===== config.mk =====
export PLATFORM = sky130hd
export DESIGN_NAME = multiplier_hilo
export DESIGN_NICKNAME = d
export VERILOG_FILES = /design/src/rtl/multiplier_hilo.sv
export SDC_FILE = /design/constraint.sdc
export NUM_CORES = 1
export LEC_CHECK = 0
export BUFFER_PORTS_ARGS = -buffer_cell sky130_fd_sc_hd__buf_2
export CORE_MARGIN = 2
export CORE_UTILIZATION = 57
export CTS_BUF_LIST = sky130_fd_sc_hd__clkbuf_16
export CTS_CLUSTER_DIAMETER = 80
export DETAILED_ROUTE_END_ITERATION = 16
export PLACE_DENSITY = 0.77
export SYNTH_ARGS = -nofsm -noshare
export SYNTH_HDL_FRONTEND = slang
export SYNTH_SLANG_ARGS = --single-unit

===== constraint.sdc =====
create_clock -name clk -period 4 [get_ports clk]
set_input_delay 1 -clock clk [delete_from_list [all_inputs] [get_ports clk]]
set_output_delay 1 -clock clk [all_outputs]
set_load 0.1 [all_outputs]

===== src/rtl/multiplier_hilo.sv =====
// Unsigned shift-add multiplier writing a 2*WIDTH product into HI/LO, read back via MFHI/MFLO.
// Optional macro MULTIPLIER_HILO_EARLY_EXIT_EN ends RUN once the remaining multiplier bits are all zero.
module multiplier_hilo #(
  parameter int unsigned WIDTH = 32,
  parameter logic [5:0]  MULTU = 6'b011001,
  parameter logic [5:0]  MFHI  = 6'b010000,
  parameter logic [5:0]  MFLO  = 6'b010010
) (
  input  logic             clk,
  input  logic             reset,
  input  logic [5:0]       Signal,
  input  logic [WIDTH-1:0] dataA,
  input  logic [WIDTH-1:0] dataB,
  output logic [WIDTH-1:0] dataOut,
  output logic             busy,
  output logic             done
);

  localparam int unsigned CW = $clog2(WIDTH + 1);
  localparam logic [CW-1:0] CNT_LAST = CW'(WIDTH);

  typedef enum logic [1:0] {
    IDLE = 2'd0,
    RUN  = 2'd1,
    DONE = 2'd2
  } state_t;

  state_t               state_q, state_d;
  logic [5:0]           prev_sig_q, prev_sig_d;
  logic [WIDTH-1:0]     hi_q, hi_d;
  logic [WIDTH-1:0]     lo_q, lo_d;
  logic [2*WIDTH-1:0]   acc_q, acc_d;
  logic [2*WIDTH-1:0]   mcand_q, mcand_d;
  logic [WIDTH-1:0]     mplier_q, mplier_d;
  logic [CW-1:0]        cnt_q, cnt_d;
  logic                 busy_q, busy_d;
  logic                 done_q, done_d;

  logic                 start;
  logic                 run_last;
  logic [WIDTH-1:0]     mplier_shift;
  logic [CW-1:0]        cnt_inc;

  // Edge-detect on the opcode so a held MULTU launches only one multiply.
  assign start        = (Signal == MULTU) && (prev_sig_q != MULTU);
  assign mplier_shift = mplier_q >> 1;
  assign cnt_inc      = cnt_q + CW'(1);

`ifdef MULTIPLIER_HILO_EARLY_EXIT_EN
  assign run_last = (cnt_inc == CNT_LAST) || (mplier_shift == '0);
`else
  assign run_last = (cnt_inc == CNT_LAST);
`endif

  always_ff @(posedge clk) begin
    if (reset) begin
      state_q    <= IDLE;
      prev_sig_q <= '0;
      hi_q       <= '0;
      lo_q       <= '0;
      acc_q      <= '0;
      mcand_q    <= '0;
      mplier_q   <= '0;
      cnt_q      <= '0;
      busy_q     <= 1'b0;
      done_q     <= 1'b0;
    end else begin
      state_q    <= state_d;
      prev_sig_q <= prev_sig_d;
      hi_q       <= hi_d;
      lo_q       <= lo_d;
      acc_q      <= acc_d;
      mcand_q    <= mcand_d;
      mplier_q   <= mplier_d;
      cnt_q      <= cnt_d;
      busy_q     <= busy_d;
      done_q     <= done_d;
    end
  end

  always_comb begin
    state_d    = state_q;
    prev_sig_d = Signal;
    hi_d       = hi_q;
    lo_d       = lo_q;
    acc_d      = acc_q;
    mcand_d    = mcand_q;
    mplier_d   = mplier_q;
    cnt_d      = cnt_q;
    busy_d     = busy_q;
    done_d     = 1'b0;

    case (state_q)
      IDLE: begin
        if (start) begin
          mcand_d  = {{WIDTH{1'b0}}, dataA};
          mplier_d = dataB;
          acc_d    = '0;
          cnt_d    = '0;
          busy_d   = 1'b1;
          state_d  = RUN;
        end
      end
      RUN: begin
        if (mplier_q[0]) begin
          acc_d = acc_q + mcand_q;
        end
        mcand_d  = mcand_q << 1;
        mplier_d = mplier_shift;
        cnt_d    = cnt_inc;
        if (run_last) begin
          state_d = DONE;
        end
      end
      DONE: begin
        hi_d    = acc_q[2*WIDTH-1:WIDTH];
        lo_d    = acc_q[WIDTH-1:0];
        done_d  = 1'b1;
        busy_d  = 1'b0;
        state_d = IDLE;
      end
      default: begin
        state_d = IDLE;
        busy_d  = 1'b0;
      end
    endcase
  end

  // HI/LO reads are combinational and always show the last committed result.
  always_comb begin
    dataOut = '0;
    if (Signal == MFHI) begin
      dataOut = hi_q;
    end else if (Signal == MFLO) begin
      dataOut = lo_q;
    end
  end

  assign busy = busy_q;
  assign done = done_q;

endmodule


-- Word level (Yosys, flattened, before mapping)
Index checks and enable logic that the tools add are counted.
- register bits: 240
- input bits: 72
- output and inout port bits: 34
- word-level logic and storage cells: 47
- $add $sub $neg: 2
- eq/ne operators: 10
- mux-type cells: 17
- bitwise operators: 1
- reductions and logical operators: 7
- operators with widths (kind ; number):
    $pmux 64 s2 ; 2
    $mux 64 ; 3
    $mux 32 ; 3
    $add 64x64->64 ; 1
    $pmux 32 s2 ; 1
    $eq 6x5->1 const B ; 3
    $pmux 6 s2 ; 1
    $add 6x1->6 const B ; 1
    $eq 6x6->1 const B ; 1
    $mux 6 ; 1
    $ne 2x2->1 const B ; 3
    $ne 6x5->1 const B ; 1
    $reduce_and 2->1 ; 3
    $mux 2 ; 2
    $pmux 2 s2 ; 1
    $reduce_and 3->1 ; 1
    $eq 2x1->1 const B ; 1
    $eq 2x2->1 const B ; 1
    $logic_not 2->1 ; 1
    $mux 1 ; 2
    $pmux 1 s2 ; 1
    $reduce_bool 2->1 ; 1
    $logic_and 1x1->1 ; 1
    $not 1->1 ; 1

-- Logic depth before layout (Yosys ltp)
Gate-level depths: netlist (run 1).
- depth in word-level cells: 4
- depth in mapped cells: 14
- gate-level depth less buffers: 14

-- Worst setup path before layout (run 1)
Ideal clock, no wire load.
- path kind: input to output
- from: input Signal[1]
- to: output dataOut[10]
- arrival time: 3135 ps
- required time: 3000 ps
- setup slack: -135 ps
- stages: 4
- buffers on the path: 2
- cell sequence: clkbuf_1 clkbuf_1 mux2i_1 nor2_1
- cells in the longest elaborated chain, start to end: 3
- elaborated cells on any way between the ends: 4
- classes of those cells: eq/ne: 2; mux: 2
- ends and longest elaborated chain (item ; RTL line ; source):
    start, declared ; 11 ; input logic [5:0] Signal,
    $eq 6x5->1 ; 134 ; end else if (Signal == MFLO) begin
    $mux 32 ; 134 ;
    $mux 32 (*) ; 132 ; if (Signal == MFHI) begin
    end, declared ; 14 ; output logic [WIDTH-1:0] dataOut,
Mark *: on every way between the ends. The rest lies on a longest branch, timed or not.

-- Worst setup path in the final report (run 1)
- from: register acc_q[0]
- to: register acc_q[60]
- cells in the longest elaborated chain, start to end: 3
- ends and longest elaborated chain (item ; RTL line ; source):
    start, declared ; 32 ; logic [2*WIDTH-1:0] acc_q, acc_d;
    start signal, assigned ; 61 ; acc_q <= '0;
    start signal, assigned ; 72 ; acc_q <= acc_d;
    $add 64x64->64 ; 106 ; acc_d = acc_q + mcand_q;
    $mux 64 ; 105 ; if (mplier_q[0]) begin
    $pmux 64 s2 ; 93 ; case (state_q)
No other way between the ends. The select of a mux whose other input is x is not followed.
A chain may end at the register's enable or synchronous reset.

==> impl_metrics.tcl, run 1 <==
set metrics [dict create \
    synthTopCellsByCount "dfxtp_1, nand2_1, nor2_1, a21oi_1, mux2i_1" \
    area_delta_synth_final_pct 14.2 \
    rr_worst_depth 14 \
    rows 54 \
    tightest_slew_ps 1060 \
    required_ps 4410 \
    worstPathBufferInverterCount 1 \
    cts-root-buf "clkbuf_16" \
    power_density_nw_per_um2 340 \
    fmax_mhz 271 \
    routed.top_layer "met4" \
    ys_seq_area_share_pct 37.4 \
    hold_end "hi_q[2]$_SDFFE_PP0P_" \
    final_layout_size_suffix_gt1_share_pct 13.5 \
    die_area_um2 23800 \
    synth_ff_type "dfxtp_1" \
    start_util_pct 58.6 \
    syn_avg_cell_area_um2 8.28 \
    hold_start "hi_q[2]$_SDFFE_PP0P_" \
    utilization_pct 66.9 \
    skew_ps 19.4 \
    met2WireLength_um 14800 \
    cp-start-kind "flop" \
    drc 0 \
    worstHoldPathType "flop to flop" \
    r2r_setup_slack_ps 310 \
    worst_setup_path_end_kind "flop" \
    clkSlewWorstSetupHoldPaths_ps 60 \
    r2r_end "acc_q[60]$_SDFFE_PP0P_" \
    irDropWorstVdd_v 0.000355 \
    die-width_um 154 \
    core-area_um2 22000 \
    drt-vias-per-instance 5.94 \
    synth.top_cell.area_share_pct 37.4 \
    path_class "flop to flop" \
    wl_met3_um 1880 \
    grt_use_total_pct 26.4 \
    fin_tns_setup_ps 0 \
    cts_resized 0 \
    slew_violations 0 \
    drtIter0Drc 909 \
    wirelength_um 32100 \
    firstDrtPassIters 5 \
    layout.nets 1721 \
    finalCritPeriodShare_pct 92.3 \
    worstHoldPathCells 2 \
    syn_nets 1689 \
    min_period_ps 3690 \
    clock_latency_ps 540 \
    synth_edf_count 0 \
    rsz0062_at_grt "false" \
    synthTopCellsByArea "dfxtp_1, mux2i_1, nand2_1" \
    n_antenna_cell 0 \
    crit_slowest_cell "a2111oi_4" \
    ctsLongestPathBuffers 3 \
    cp_max_fo 3 \
    max_slew_margin_pct 29.4 \
    finalHoldViolations 0 \
    dr_total_vias 11200 \
    wire_per_inst_um 17.1 \
    ios 106 \
    grt_first_pass_wirelength_um 52900 \
    portBuffers 105 \
    synthCells 1552 \
    hpwl_um 22100 \
    setup_violations 0 \
    slowest_delay_ps 470 \
    cts_max_level 1 \
    die_h_um 154 \
    placedCellCount 1837 \
    antenna_found_initial 0 \
    netlist_area_um2 12900 \
    rr_startpoint "acc_q[0]$_SDFFE_PP0P_" \
    postCtsSetupRepairBufs 0 \
    status "finished clean" \
    hold_buffers 0 \
    layout.cells.non_filler 1882 \
    yosys_warnings 0 \
    ant_nets 0 \
    p_leak_nw 6.38 \
    grt_max_degree 98 \
    cap_violations 0 \
    crit_chain "ha_1 -> inv_1 -> fa_1 -> and2b_1 -> o21ai_1 -> o21ai_2 -> a211oi_2 -> a2111o_1 -> a2111oi_4 -> o21ai_2 -> a2111oi_2 -> a31oi_1 -> xor2_1 -> o21ai_1" \
    critical_path.top_delay_family "compound AO/OA/AOI/OAI gates" \
    yosysTopAreaCell "dfxtp_1" \
    numCtsBuffers 25 \
    synth.most_common_cell "dfxtp_1" \
    grt_overflow_total 0 \
    cts_num_sinks 240 \
    critPathArrivalTime_ps 4100 \
    wl_met1_um 14700 \
    postSynth.asyncResetShare_pct 0 \
    place.gp.congestion 0.981 \
    ys_ff_latch 240 \
    yosys.cell_types.count 75 \
    grt_pass1_vias 10600 \
    cts_tree "yes" \
]
-- cell families (layout without fill, tap and decap cells) --
| family | after synthesis | in the layout | synth area share (%) |
|---|---|---|---|
| XOR/XNOR | 58 | 58 | 3.95 |
| AND/OR/NAND/NOR | 513 | 513 | 17.1 |
| AO/OA/AOI/OAI | 442 | 442 | 22.2 |
| multiplexers | 98 | 98 | 7.64 |
| buffers and inverters | 136 | 186 | 5.38 |
| flip-flops | 240 | 240 | 37.4 |
| adder cells (fa/ha/maj) | 65 | 65 | 6.38 |
-- final cells by class --
type,instances,area (µm²)
Sequential cell,240,4800
Tap cell,280,350
Fill cell,1805,7280
Clock inverter,20,213
Multi-Input combinational cell,1176,7460
Timing Repair Buffer,122,1160
Clock buffer,25,626
Inverter,19,71.3
-- worst min-delay path, delay by kind of cell (launching register included) --
family / cells / cell delay (ps)
DFF: 1 / 310
and+or+nand+nor: 1 / 50
AOI/OAI and AO/OA: 1 / 50
-- where the power goes --
group	switching [mW]	internal (mW)	leakage (nW)
sequential	0.0125	2.41	1.94
clock	0.989	1.40	0.418
combinational	0.105	0.0687	4.03
total	1.11	3.88	6.38
-- through the flow --
stage	instance area (µm²)	setup WS, ps	hold slack, ps	power [mW]
after floorplan	12900	31.2	436	2.58
after detailed placement	13800	396	446	2.64
after global placement	13800	499	441	2.64
after CTS	14700	352	455	5.02
after global routing	14700	90.5	475	5.13
final	14700	309	456	4.99
-- worst max path at each step --
| stage | from | to | slack [ps] | depth (start not counted) |
|---|---|---|---|---|
| 2_1_floorplan | Signal[5] | dataOut[1] | 30 | 4 |
| 3_3_place_gp | acc_q[0]$_SDFFE_PP0P_ | acc_q[60]$_SDFFE_PP0P_ | 500 | 14 |
| 3_5_place_dp | mcand_q[0]$_SDFFE_PP0P_ | acc_q[60]$_SDFFE_PP0P_ | 400 | 14 |
| 4_1_cts | mcand_q[0]$_SDFFE_PP0P_ | acc_q[60]$_SDFFE_PP0P_ | 350 | 14 |
| 5_1_grt | mcand_q[0]$_SDFFE_PP0P_ | acc_q[60]$_SDFFE_PP0P_ | 90 | 14 |
| 6_report | acc_q[0]$_SDFFE_PP0P_ | acc_q[60]$_SDFFE_PP0P_ | 310 | 14 |
-- layout by cell type (no fill, tap or decap), types with 11 or more instances in the layout --
cell and n:
o21ai_0 63, clkbuf_16 25, a21o_1 41, ha_1 64, nand2_1 236, buf_2 72, dfxtp_1 240, a21oi_1 156
nand4_1 18, xnor2_1 34, xor2_1 24, a31oi_1 19, buf_4 16, mux2i_1 97, nor3_1 13, nor2_1 127
nor2_2 30, inv_1 20, buf_12 34, a22o_1 34, o21ai_1 11, a211oi_1 66, nand3_1 39
-- sequential cells by signal, summed over array words and instances (netlist names) --
name and count:
prev_sig_q 6, hi_q 32, busy 1, done 1
mplier_q 32, mcand_q 64, state_q 2, cnt_q 6
lo_q 32, acc_q 64
-- per-layer routing --
| metal | vias up | global-route usage [%] |
|---|---|---|
| li1 | 5576 | - |
| met1 | 5173 | 36.9 |
| met2 | 369 | 43.5 |
| met3 | 57 | 3.59 |
| met4 | 0 | 6.59 |
| met5 | - | 0 |
Power figures use the tool's default switching activity.
==> run 2: changes to the inputs <==
--- a/constraint.sdc
+++ b/constraint.sdc
@@ -3,2 +3,2 @@
 set_output_delay 1 -clock clk [all_outputs]
-set_load 0.1 [all_outputs]
+set_load 0.005 [all_outputs]
==> impl_metrics.tcl, run 2 (same netlist as run 1, synthesis figures left out) <==
set metrics [dict create \
    status "finished clean" \
    grt_first_pass_wirelength_um 52300 \
    required_ps 4400 \
    finalCritPeriodShare_pct 90.0 \
    hpwl_um 22200 \
    fin_tns_setup_ps 0 \
    cts-root-buf "clkbuf_16" \
    wire_per_inst_um 16.8 \
    layout.nets 1722 \
    crit_chain "ha_1 -> inv_1 -> fa_1 -> and2b_1 -> o21ai_1 -> o21ai_2 -> a211oi_2 -> a2111o_1 -> a2111oi_4 -> o21ai_2 -> a2111oi_2 -> a31oi_1 -> xor2_1 -> o21ai_1" \
    setup_violations 0 \
    path_class "flop to flop" \
    clkSlewWorstSetupHoldPaths_ps 60 \
    final_cell_mix "dfxtp_1, nand2_1, nor2_1, a21oi_1, buf_2" \
    irDropWorstVdd_v 0.000314 \
    reg_top3 "acc_q x64, mcand_q x64" \
    p_leak_nw 6.30 \
    ctsLongestPathBuffers 3 \
    layout_commonest_cell "dfxtp_1" \
    worstPathBufferInverterCount 1 \
    power_density_nw_per_um2 347 \
    wirelength_um 31700 \
    dr_total_vias 11300 \
    ios 106 \
    power.share.switching_pct 22.2 \
    skew_ps 17.1 \
    antenna_found_initial 0 \
    hold_buffers 0 \
    crit_slowest_cell "a2111o_1" \
    grt_use_total_pct 26.1 \
    grt_pass1_vias 10500 \
    firstDrtPassIters 5 \
    finalHoldViolations 0 \
    place.gp.congestion 0.944 \
    start_util_pct 58.6 \
    final_layout_size_suffix_gt1_share_pct 11.3 \
    fillCellCount 1911 \
    p_clk_share_pct 47.1 \
    n_antenna_cell 0 \
    use_met2_pct 42.2 \
    tightest_slew_ps 978 \
    cts_max_level 1 \
    die_h_um 154 \
    grt_max_degree 74 \
    rsz0062_at_grt "false" \
    slew_violations 0 \
    total_power_mw 4.90 \
    utilization_pct 64.3 \
    numCtsBuffers 25 \
    drc 0 \
    use_met3_pct 3.28 \
    portBuffers 105 \
    cts_tree "yes" \
    area_delta_synth_final_pct 9.75 \
    cts_num_sinks 240 \
    min_period_ps 3600 \
    cts_resized 0 \
    cp-start-kind "flop" \
    layout.cells.non_filler 1884 \
    placedCellCount 1838 \
    power_frac_seq_pct 49.4 \
    cap_violations 0 \
    cp_max_fo 3 \
    rows 54 \
    fmax_mhz 278 \
    use_met1_pct 37.4 \
    die_area_um2 23800 \
    comb_power_share_pct 3.5 \
    grt_overflow_total 0 \
    critPathArrivalTime_ps 4000 \
    p_sw_mw 1.09 \
    internal_power_mw 3.81 \
    clock_latency_ps 530 \
    worst_setup_path_end_kind "flop" \
    worstHoldPathType "flop to flop" \
    drtIter0Drc 763 \
    drt-vias-per-instance 5.98 \
    max_slew_margin_pct 34.8 \
    core-area_um2 22000 \
    ant_nets 0 \
    critical_path.top_delay_family "compound AO/OA/AOI/OAI gates" \
    top_usage_layer "met2" \
    slowest_delay_ps 460 \
    postCtsSetupRepairBufs 0 \
    die-width_um 154 \
]
[run 2: cell count changes in the layout (fill, tap and decap cells not counted), moves of 4 or more]
cell      change
clkinv_2      -4
nor2_2       -30
clkinv_1      +4
nor2_1       +29
buf_2        +32
buf_12       -32
[run 2: tightest hold or removal path: stages, from the launching register on]
cell	delay, ps
dfxtp_1	310
nand2_1	50
a21oi_1	50
[run 2: worst paths after layout]
check / start / endpoint / slack (ps) / cells after the start
min reg2reg: hi_q[31]$_SDFFE_PP0P_ / hi_q[31]$_SDFFE_PP0P_ / 450 / 2
max reg2reg: mcand_q[0]$_SDFFE_PP0P_ / acc_q[60]$_SDFFE_PP0P_ / 400 / 14
max: mcand_q[0]$_SDFFE_PP0P_ / acc_q[60]$_SDFFE_PP0P_ / 400 / 14
min: hi_q[31]$_SDFFE_PP0P_ / hi_q[31]$_SDFFE_PP0P_ / 450 / 2
[run 2: power groups by stage]
stage | Combinational [mW] | Sequential (mW) | Clock (mW)
6_report | 0.172 | 2.42 | 2.31
5_1_grt | 0.188 | 2.42 | 2.43
4_1_cts | 0.171 | 2.42 | 2.34
3_5_place_dp | 0.170 | 2.47 | 0
3_3_place_gp | 0.168 | 2.47 | 0
2_1_floorplan | 0.111 | 2.47 | 0
[run 2: area by class of cell]
type | count | area, µm² | area share (%)
sequential | 240 | 4800 | 34.0
inverter | 19 | 71.3 | 0.505
tap | 280 | 350 | 2.48
clock inverter | 21 | 181 | 1.29
multi-input combinational | 1176 | 7390 | 52.3
clock buffer | 25 | 626 | 4.43
timing repair buffer | 123 | 692 | 4.90
[run 2: layer usage]
metal  routed length, µm  part of all wire [%]
met1               15100                    48
met2               14300                    45
met3                1670                   5.3
met4                 719                   2.3
met5                   0                     0
[run 2: through the flow]
| step | area, µm² | hold slack, ps | setup WS, ps |
|---|---|---|---|
| floorplan | 12900 | 436 | 733 |
| global placement | 13300 | 442 | 503 |
| detailed placement | 13300 | 448 | 413 |
| CTS | 14100 | 456 | 393 |
| global route | 14100 | 474 | 189 |
| finish | 14100 | 455 | 400 |
==> run 3: changes to the inputs <==
Settings changed: CORE_ASPECT_RATIO set to 1.5.
==> impl_metrics.tcl, run 3 (same netlist as run 1, synthesis figures left out) <==
set metrics [dict create \
    status "finished clean" \
    fillCellCount 1957 \
    regArea_um2 4800 \
    cp_max_fo 3 \
    start_util_pct 57.9 \
    drt-vias-per-instance 5.96 \
    required_ps 4380 \
    comb_power_share_pct 3.7 \
    cts_max_level 1 \
    hold_ws_ps 454 \
    reg_top3 "acc_q x64, mcand_q x64" \
    die-width_um 127 \
    multi_input_area_um2 7390 \
    area_delta_synth_final_pct 8.94 \
    fmax_mhz 272 \
    n_antenna_cell 0 \
    die_h_um 188 \
    wire_per_inst_um 17.1 \
    min_period_ps 3680 \
    grt_max_degree 86 \
    final_cell_mix "dfxtp_1, nand2_1, nor2_1, a21oi_1, buf_2" \
    utilization_pct 63.1 \
    rsz0062_at_grt "false" \
    ios 106 \
    cts_resized 0 \
    tightest_slew_ps 1210 \
    cts_num_sinks 240 \
    postCtsSetupRepairBufs 0 \
    slew_violations 0 \
    power.share.switching_pct 22.3 \
    antenna_found_initial 0 \
    wirelength_um 32200 \
    hold_buffers 0 \
    finalCritPeriodShare_pct 92.0 \
    finalHoldViolations 0 \
    grt_overflow_total 0 \
    timing.final.ws_setup_ps 321 \
    cp-start-kind "flop" \
    place.gp.congestion 0.975 \
    worstHoldPathType "flop to flop" \
    grt_first_pass_wirelength_um 53400 \
    ant_nets 0 \
    power_density_nw_per_um2 336 \
    setup_violations 0 \
    max_slew_margin_pct 19.4 \
    p_leak_nw 6.25 \
    drc 0 \
    final_layout_size_suffix_gt1_share_pct 11.3 \
    cts_tree "yes" \
    p_clk_share_pct 44.9 \
    cts-root-buf "clkbuf_16" \
    fin_tns_setup_ps 0 \
    worst_setup_path_end_kind "flop" \
    grt_use_total_pct 26.7 \
    power_frac_seq_pct 51.5 \
    worstHoldPathCells 2 \
    core-area_um2 22200 \
    irDropWorstVdd_v 0.000303 \
    clock_latency_ps 510 \
    cap_violations 0 \
    layout_commonest_cell "dfxtp_1" \
    post-place-ws_ps 343 \
    die_area_um2 23800 \
    critPathArrivalTime_ps 4060 \
    rr_worst_depth 14 \
    dr_total_vias 11200 \
    ctsLongestPathBuffers 3 \
    path_class "flop to flop" \
    drtIter0Drc 758 \
    grt_pass1_vias 11200 \
    hpwl_um 22800 \
    firstDrtPassIters 4 \
    p_sw_mw 1.05 \
    skew_ps 9.69 \
    portBuffers 105 \
    rows 67 \
    total_power_mw 4.70 \
    internal_power_mw 3.65 \
    clkSlewWorstSetupHoldPaths_ps 60 \
    numCtsBuffers 23 \
    layout.nets 1721 \
]
## run 3: cell count changes in the layout (fill, tap and decap cells not counted)
cell,delta
clkinv_1,-1
inv_6,-1
clkbuf_16,-2
buf_4,+3
inv_1,-2
buf_6,-1
bufinv_16,-1
buf_12,-1
clkinv_2,+2
## run 3: final timing paths
check                              from  slack, ps                      to
setup / recovery  acc_q[0]$_SDFFE_PP0P_        320  acc_q[60]$_SDFFE_PP0P_
hold / removal     hi_q[0]$_SDFFE_PP0P_        450    hi_q[0]$_SDFFE_PP0P_
setup reg to reg  acc_q[0]$_SDFFE_PP0P_        320  acc_q[60]$_SDFFE_PP0P_
hold reg to reg    hi_q[0]$_SDFFE_PP0P_        450    hi_q[0]$_SDFFE_PP0P_
## run 3: power groups by stage
stage / Combinational, mW / Sequential (mW) / Clock [mW]
6_report: 0.172 / 2.42 / 2.11
5_1_grt: 0.188 / 2.42 / 2.24
4_1_cts: 0.173 / 2.42 / 2.14
3_5_place_dp: 0.171 / 2.47 / 0
3_3_place_gp: 0.169 / 2.47 / 0
2_1_floorplan: 0.111 / 2.47 / 0
## run 3: metal layers
| metal | track usage [%] | wire (µm) | up-vias | part of all wire, % |
|---|---|---|---|---|
| li1 | - | - | 5557 | - |
| met1 | 31.5 | 13100 | 5273 | 41 |
| met2 | 48.7 | 16400 | 281 | 51 |
| met3 | 2.82 | 1420 | 78 | 4.4 |
| met4 | 10.9 | 1210 | 0 | 3.8 |
| met5 | 0 | 0 | - | 0 |
## run 3: worst max-delay path: stages (launching register included)
cell	delay (ps)
dfxtp_1	350
ha_1	200
inv_1	60
fa_1	370
and2b_1	230
o21ai_1	90
o21ai_2	220
a211oi_2	140
a2111o_1	450
a2111oi_4	400
o21ai_2	110
a2111oi_2	490
a31oi_1	180
xor2_1	180
o21ai_1	80
## run 3: layout make-up
| class | count | area share [%] |
|---|---|---|
| Clock inverter | 18 | 1.01 |
| Inverter | 19 | 0.509 |
| Timing Repair Buffer | 124 | 4.88 |
| Tap cell | 276 | 2.47 |
| Multi-Input combinational cell | 1176 | 52.7 |
| Sequential cell | 240 | 34.3 |
| Clock buffer | 23 | 4.11 |
## run 3: per-stage QoR
stage	instances	area [µm²]
after floorplan	1552	12900
after global placement	1835	13300
after detailed placement	1835	13300
after CTS	1876	14000
after global routing	1876	14000
final	1876	14000
